**src/rtl/skew_cal_pkg.sv**
```systemverilog
// Shared types for the skew calibration sequencer: FSM states, result record
// and the mask-scan helper used to walk the channel mask.
package skew_cal_pkg;

  localparam int DELAY_CODE_W = 10;
  localparam logic [4:0] NO_CH = 5'd16;

  typedef enum logic [2:0] {
    S_IDLE,
    S_MRST,
    S_SETTLE,
    S_RUN,
    S_STORE,
    S_NEXT,
    S_DONE
  } state_t;

  typedef struct packed {
    logic [DELAY_CODE_W-1:0] code;
    logic                    vld;
    logic                    err;
  } res_t;

  // Lowest set bit at index >= from; NO_CH when none is left.
  function automatic logic [4:0] first_set_from(input logic [15:0] mask, input int from);
    logic [4:0] r;
    r = NO_CH;
    for (int i = 15; i >= 0; i--) begin
      if (mask[i] && (i >= from)) r = 5'(i);
    end
    return r;
  endfunction

endpackage

```
**src/rtl/skew_cal_regs.sv**
```systemverilog
// Per-channel calibration result store: one write port, asynchronous read of
// the code, flat valid/error vectors. Write is taken on the next clk_i edge.
module skew_cal_regs
  import skew_cal_pkg::*;
#(
  parameter int CH_N = 4,
  parameter int AW   = $clog2(CH_N)
) (
  input  logic                    clk_i,
  input  logic                    arstn_i,
  input  logic                    clr_i,
  input  logic                    wr_en_i,
  input  logic [AW-1:0]           wr_addr_i,
  input  logic [DELAY_CODE_W-1:0] wr_code_i,
  input  logic                    wr_vld_i,
  input  logic                    wr_err_i,
  input  logic [AW-1:0]           rd_addr_i,
  output logic [DELAY_CODE_W-1:0] rd_code_o,
  output logic [CH_N-1:0]         vld_o,
  output logic [CH_N-1:0]         err_o
);

  res_t r_mem [CH_N];

  always_ff @(posedge clk_i or negedge arstn_i) begin
    if (!arstn_i) begin
      for (int i = 0; i < CH_N; i++) r_mem[i] <= '0;
    end else if (clr_i) begin
      for (int i = 0; i < CH_N; i++) r_mem[i] <= '0;
    end else if (wr_en_i && (int'(wr_addr_i) < CH_N)) begin
      r_mem[wr_addr_i] <= '{code: wr_code_i, vld: wr_vld_i, err: wr_err_i};
    end
  end

  // Non-power-of-two CH_N leaves unused addresses; those read as zero.
  always_comb begin
    rd_code_o = '0;
    if (int'(rd_addr_i) < CH_N) rd_code_o = r_mem[rd_addr_i].code;
    for (int i = 0; i < CH_N; i++) begin
      vld_o[i] = r_mem[i].vld;
      err_o[i] = r_mem[i].err;
    end
  end

endmodule

```
**src/rtl/skew_cal_seq.sv**
```systemverilog
// Sweeps masked channels: reset measure unit, settle, run, store code, retry on error.
// Control outputs are registered; define SKEW_CAL_TIMEOUT_EN for a RUN watchdog.
module skew_cal_seq
  import skew_cal_pkg::*;
#(
  parameter int CH_N        = 4,
  parameter int MAX_RETRY   = 2,
  parameter int SETTLE_CYC  = 16,
  parameter int TIMEOUT_CYC = 65535
) (
  input  logic                    clk_i,
  input  logic                    arstn_i,
  input  logic                    start_i,
  input  logic [CH_N-1:0]         ch_mask_i,
  output logic                    busy_o,
  output logic                    done_o,
  output logic                    err_o,
  output logic [$clog2(CH_N)-1:0] ch_sel_o,
  output logic                    mes_arstn_o,
  output logic                    mes_run_o,
  input  logic                    mes_rdy_i,
  input  logic                    mes_err_i,
  input  logic [9:0]              delay_code_i,
  input  logic                    stb_rdy_i,
  input  logic [$clog2(CH_N)-1:0] res_addr_i,
  output logic [9:0]              res_code_o,
  output logic [CH_N-1:0]         res_vld_o,
  output logic [CH_N-1:0]         err_mask_o
);

  localparam int SEL_W = $clog2(CH_N);
  localparam int CNT_W = $clog2(SETTLE_CYC + 1) + 1;
  localparam int RT_W  = (MAX_RETRY < 1) ? 1 : $clog2(MAX_RETRY + 1);

  state_t                  r_state, w_state_n;
  logic                    r_busy, w_busy_n;
  logic                    r_done, w_done_n;
  logic                    r_err, w_err_n;
  logic                    r_run, r_mes_arstn;
  logic [SEL_W-1:0]        r_ch_sel, w_ch_sel_n;
  logic [CH_N-1:0]         r_mask, w_mask_n;
  logic [RT_W-1:0]         r_retry, w_retry_n;
  logic [CNT_W-1:0]        r_cnt, w_cnt_n;
  logic [DELAY_CODE_W-1:0] r_code, w_code_n;
  logic                    w_clr, w_wr_en, w_wr_vld, w_wr_err;
  logic [DELAY_CODE_W-1:0] w_wr_code;
  logic [4:0]              w_first_start, w_first_next;
  logic                    w_timeout, w_fail;

  assign w_first_start = first_set_from(16'(ch_mask_i), 0);
  assign w_first_next  = first_set_from(16'(r_mask), int'(r_ch_sel) + 1);

`ifdef SKEW_CAL_TIMEOUT_EN
  localparam int TO_W = $clog2(TIMEOUT_CYC + 1);
  logic [TO_W-1:0] r_to_cnt;

  always_ff @(posedge clk_i or negedge arstn_i) begin
    if (!arstn_i)               r_to_cnt <= '0;
    else if (r_state != S_RUN)  r_to_cnt <= '0;
    else                        r_to_cnt <= r_to_cnt + 1'b1;
  end

  assign w_timeout = (r_state == S_RUN) && (r_to_cnt == TO_W'(TIMEOUT_CYC - 1));
`else
  assign w_timeout = 1'b0;
`endif

  // A watchdog expiry is indistinguishable from a measure-unit error.
  assign w_fail = mes_err_i | w_timeout;

  always_comb begin
    w_state_n  = r_state;
    w_busy_n   = r_busy;
    w_done_n   = 1'b0;
    w_err_n    = r_err;
    w_ch_sel_n = r_ch_sel;
    w_mask_n   = r_mask;
    w_retry_n  = r_retry;
    w_cnt_n    = r_cnt;
    w_code_n   = r_code;
    w_clr      = 1'b0;
    w_wr_en    = 1'b0;
    w_wr_code  = '0;
    w_wr_vld   = 1'b0;
    w_wr_err   = 1'b0;
    case (r_state)
      S_IDLE: begin
        if (start_i) begin
          w_mask_n  = ch_mask_i;
          w_clr     = 1'b1;
          w_err_n   = 1'b0;
          w_busy_n  = 1'b1;
          w_retry_n = '0;
          w_cnt_n   = '0;
          if (w_first_start == NO_CH) begin
            w_state_n = S_DONE;
          end else begin
            w_ch_sel_n = w_first_start[SEL_W-1:0];
            w_state_n  = S_MRST;
          end
        end
      end
      S_MRST: begin
        if (r_cnt == CNT_W'(1)) begin
          w_cnt_n   = '0;
          w_state_n = S_SETTLE;
        end else begin
          w_cnt_n = r_cnt + 1'b1;
        end
      end
      S_SETTLE: begin
        if (r_cnt >= CNT_W'(SETTLE_CYC - 1)) begin
          if (stb_rdy_i) begin
            w_cnt_n   = '0;
            w_state_n = S_RUN;
          end
        end else begin
          w_cnt_n = r_cnt + 1'b1;
        end
      end
      S_RUN: begin
        if (w_fail) begin
          if (r_retry < RT_W'(MAX_RETRY)) begin
            w_retry_n = r_retry + 1'b1;
            w_cnt_n   = '0;
            w_state_n = S_MRST;
          end else begin
            w_wr_en   = 1'b1;
            w_wr_err  = 1'b1;
            w_err_n   = 1'b1;
            w_retry_n = '0;
            w_state_n = S_NEXT;
          end
        end else if (mes_rdy_i) begin
          w_code_n  = delay_code_i;
          w_state_n = S_STORE;
        end
      end
      S_STORE: begin
        w_wr_en   = 1'b1;
        w_wr_code = r_code;
        w_wr_vld  = 1'b1;
        w_retry_n = '0;
        w_state_n = S_NEXT;
      end
      S_NEXT: begin
        if (w_first_next == NO_CH) begin
          w_state_n = S_DONE;
        end else begin
          w_ch_sel_n = w_first_next[SEL_W-1:0];
          w_cnt_n    = '0;
          w_state_n  = S_MRST;
        end
      end
      S_DONE: begin
        w_done_n  = 1'b1;
        w_busy_n  = 1'b0;
        w_state_n = S_IDLE;
      end
      default: w_state_n = S_IDLE;
    endcase
  end

  // Run and measure-reset are decoded from the next state so they line up
  // with the state register while still resetting to zero.
  always_ff @(posedge clk_i or negedge arstn_i) begin
    if (!arstn_i) begin
      r_state     <= S_IDLE;
      r_busy      <= 1'b0;
      r_done      <= 1'b0;
      r_err       <= 1'b0;
      r_run       <= 1'b0;
      r_mes_arstn <= 1'b0;
      r_ch_sel    <= '0;
      r_mask      <= '0;
      r_retry     <= '0;
      r_cnt       <= '0;
      r_code      <= '0;
    end else begin
      r_state     <= w_state_n;
      r_busy      <= w_busy_n;
      r_done      <= w_done_n;
      r_err       <= w_err_n;
      r_run       <= (w_state_n == S_RUN);
      r_mes_arstn <= (w_state_n != S_MRST);
      r_ch_sel    <= w_ch_sel_n;
      r_mask      <= w_mask_n;
      r_retry     <= w_retry_n;
      r_cnt       <= w_cnt_n;
      r_code      <= w_code_n;
    end
  end

  skew_cal_regs #(.CH_N(CH_N), .AW(SEL_W)) u_regs (
    .clk_i     (clk_i),
    .arstn_i   (arstn_i),
    .clr_i     (w_clr),
    .wr_en_i   (w_wr_en),
    .wr_addr_i (r_ch_sel),
    .wr_code_i (w_wr_code),
    .wr_vld_i  (w_wr_vld),
    .wr_err_i  (w_wr_err),
    .rd_addr_i (res_addr_i),
    .rd_code_o (res_code_o),
    .vld_o     (res_vld_o),
    .err_o     (err_mask_o)
  );

  assign busy_o      = r_busy;
  assign done_o      = r_done;
  assign err_o       = r_err;
  assign ch_sel_o    = r_ch_sel;
  assign mes_arstn_o = r_mes_arstn;
  assign mes_run_o   = r_run;

endmodule

```
**config.mk**
```make
export PLATFORM = sky130hd
export DESIGN_NAME = skew_cal_seq
export DESIGN_NICKNAME = d
export VERILOG_FILES = /design/src/rtl/skew_cal_pkg.sv /design/src/rtl/skew_cal_regs.sv /design/src/rtl/skew_cal_seq.sv
export SDC_FILE = /design/constraint.sdc
export NUM_CORES = 1
export LEC_CHECK = 0
export ABC_AREA = 1
export CAP_MARGIN = 10
export CORE_ASPECT_RATIO = 0.5
export CORE_MARGIN = 5
export CORE_UTILIZATION = 47
export CTS_CLUSTER_DIAMETER = 200
export DETAILED_ROUTE_END_ITERATION = 10
export GPL_TIMING_DRIVEN = 0
export PLACE_DENSITY = 0.69
export SETUP_SLACK_MARGIN = 0.02
export SLEW_MARGIN = 0
export SYNTH_ARGS = -nofsm -noshare
export SYNTH_HDL_FRONTEND = slang
export SYNTH_SLANG_ARGS = --single-unit
export TNS_END_PERCENT = 5
```
**constraint.sdc**
```tcl
create_clock -name clk_i -period 2.9 [get_ports clk_i]
set_input_delay 0.87 -clock clk_i [delete_from_list [all_inputs] [get_ports clk_i]]
set_output_delay 0.87 -clock clk_i [all_outputs]
set_load 0.02 [all_outputs]
```
==> results.txt <==
status: completed
Die Y: 73.95 um
area of the multi-input gates: 1628 um^2
final antenna-violating net count: 0
Achievable Freq: 360.3 MHz
worst vdd ir: 434.5 uV
Leak: 0.002534 uW
Inserted Clock Buffers: 9
Post-layout nets: 571
Max Cap Viol: 0
antenna violations before repair: 0
Hold WS: 0.3612 ns
CTS tree: done
clk root buf: clkbuf_16
postcts setup bufs: 0
post-synth top area share: 51.43%
CTS H-Tree Depth: 3
# clock sinks: 79
CTS clk-pin slew, worst paths: 0.06 ns
headroom to the max-slew limit: 58.46%
Synth Net Count: 511
worst-path maximum fanout: 10
Tcrit/Tclk final: 95.71%
Unique masters post-synth: 22
Crit. End Element: output port
post-synthesis register bit count: 79
Startpoint Class: input pin
grt ovf: 0
Tightest Hold Check Type: input pin to async pin
Yosys warning total: 0
first-pass GRT wire length: 15.52 mm
core area: 7971 um^2
Final Max Slew Viols: 0
FF/Latch Area: 1977 um^2
mapped cell area: 3844 um^2
RSZ-0062 raised after global routing: false
drt pass-1 iters: 4
most common cell in the synthesized netlist: nand2_1
Port Buf Inserts: 46
clk buf depth: 2
DR vias: 3355
Cells after Synth: 487
layout cells sized above 1: 14.70%
largest area contributor in the netlist: dfrtp_1
Iter 0 DRT Violations: 193
Layout area overhead: 25.85%
ant diodes: 0
Final Instance Area: 4837 um^2
setup violators final: 0
largest net degree at the start of global routing: 70
final hold violations: 0
# fillers: 748
Commonest cells post-synth: nand2_1 (152), dfrtp_1 (79), nand3_1 (70)
die area: 10200 um^2
crit path DAT: 1.91 ns
Place WS: -0.7461 ns
fin crit period: 2.775 ns
placed standard-cell area: 4469 um^2
# rows: 23
Tot Pwr: 4066 uW
main flop type after synthesis: dfrtp_1
DRT Wirelength: 9.406 mm
final setup margin: 0.1245 ns
via/cell ratio: 5.060
initial core utilization: 48.22%
ranking of synthesized cells by area: dfrtp_1 (51%), nand2_1 (15%), nand3_1 (9.1%)
CP Data Required Time: 2.03 ns
Syn Area/Cell: 7.893 um^2
sequential share of the synthesized area: 51.43%
io pins: 47
P per Cell Area: 840.5 nW/um^2
clk_skew: 0.005062 ns
GPL Wtd Cong: 0.8769
WL/cell: 14.19 um
DRC Markers: 0
Post-DP HPWL: 6.739 mm
total negative slack: 0 ns
Worst-Skew Late Latency: 0.34 ns
Total GRT Usage: 19.86%
critical path type: input pin to output port
Die Wd: 137.9 um
Post-synth EDFFs: 0
vias in the first global route: 3192
ys async rst share: 100.0%
Least-Margin Pin Slew: 0.6208 ns
-- cell type report --
type	instances	share of cell area (%)
Clock buffer	10	4.734
Clock inverter	5	2.199
Buffer	24	3.440
Timing Repair Buffer	49	9.415
Multi-Input combinational cell	348	33.65
Inverter	36	2.794
Tap cell	112	2.897
Sequential cell	79	40.87
-- worst paths after layout --
kind / from / to / slack (ns) / depth (start not counted)
worst max-delay path: res_addr_i[0] / res_code_o[5] / 0.12 / 6
worst min-delay path: arstn_i / u_regs.r_mem[34] / 0.36 / 1
worst max register to register: r_state[2] / u_regs.r_mem[45] / 1.16 / 7
worst min register to register: r_mask[1] / r_mask[1] / 0.49 / 2
max in group asynchronous: arstn_i / r_cnt[0] / 1.97 / 2
min in group clk_i: r_mask[1] / r_mask[1] / 0.49 / 2
-- per-layer routing --
| metal | vias to the layer above | GRT usage (%) | share of wire [%] |
|---|---|---|---|
| li1 | 1698 | - | - |
| met1 | 1584 | 26.36 | 48 |
| met2 | 63 | 32.18 | 45 |
| met3 | 10 | 6.622 | 5.3 |
| met4 | 0 | 4.600 | 1.1 |
| met5 | - | 0 | 0 |
-- worst max-delay path: stages --
cell	delay, ns
dlygate4sd2_1	0.28
inv_1	0.08
clkbuf_4	0.21
nor2_1	0.06
o22ai_1	0.21
buf_4	0.18
-- report_power, final --
group          leakage [uW]  switching, uW  total [uW]  internal (uW)
clock network      0.000159            447        1290            839
logic               0.00131            733        1180            446
registers           0.00106            240        1600           1360
total               0.00253           1420        4070           2650
-- cells in the final DEF, fill, tap and decap left out, drive strengths merged --
master	instances
nand2	156
dfrtp	79
nand3	70
nor2	52
o21ai	37
inv	34
clkdlybuf4s50	33
buf	30
clkbuf	18
o22ai	10
mux2	9
nand4	5
a21oi	4
clkinv	3
bufinv	3
ha	2
dlygate4sd2	2
nor3	1
nand3b	1
or2	1
clkinvlp	1
-- registers in the layout (all words and copies together) (netlist names) --
name          cells
ch_sel_o          2
done_o            1
r_mask            3
err_o             1
mes_run_o         1
u_regs.err_o      4
r_cnt             6
r_code           10
mes_arstn_o       1
busy_o            1
r_state           3
r_retry           2
u_regs.r_mem     40
u_regs.vld_o      4
-- what timing repair did --
action | 4_1_cts | 5_1_grt
resized for setup | 73 | 0
setup endpoints to repair | 10 | 0
hold buffers | 0 | 0
-- through the flow --
stage | util [%] | cells
after floorplan | - | 487
after global placement | 55.75 | 645
after detailed placement | 56.07 | 646
after CTS | 60.68 | 663
after global routing | 60.68 | 663
final | 60.68 | 663
-- kinds of logic after synthesis --
logic type	after synthesis	synth area share, %
buffers and inverters	60	7.031
AOI/OAI and AO/OA	51	7.064
and+or+nand+nor	286	31.19
muxes	9	2.637
DFF	79	51.43
adders and majority gates	2	0.6509
Note: power is estimated with default switching activity, not from simulation.
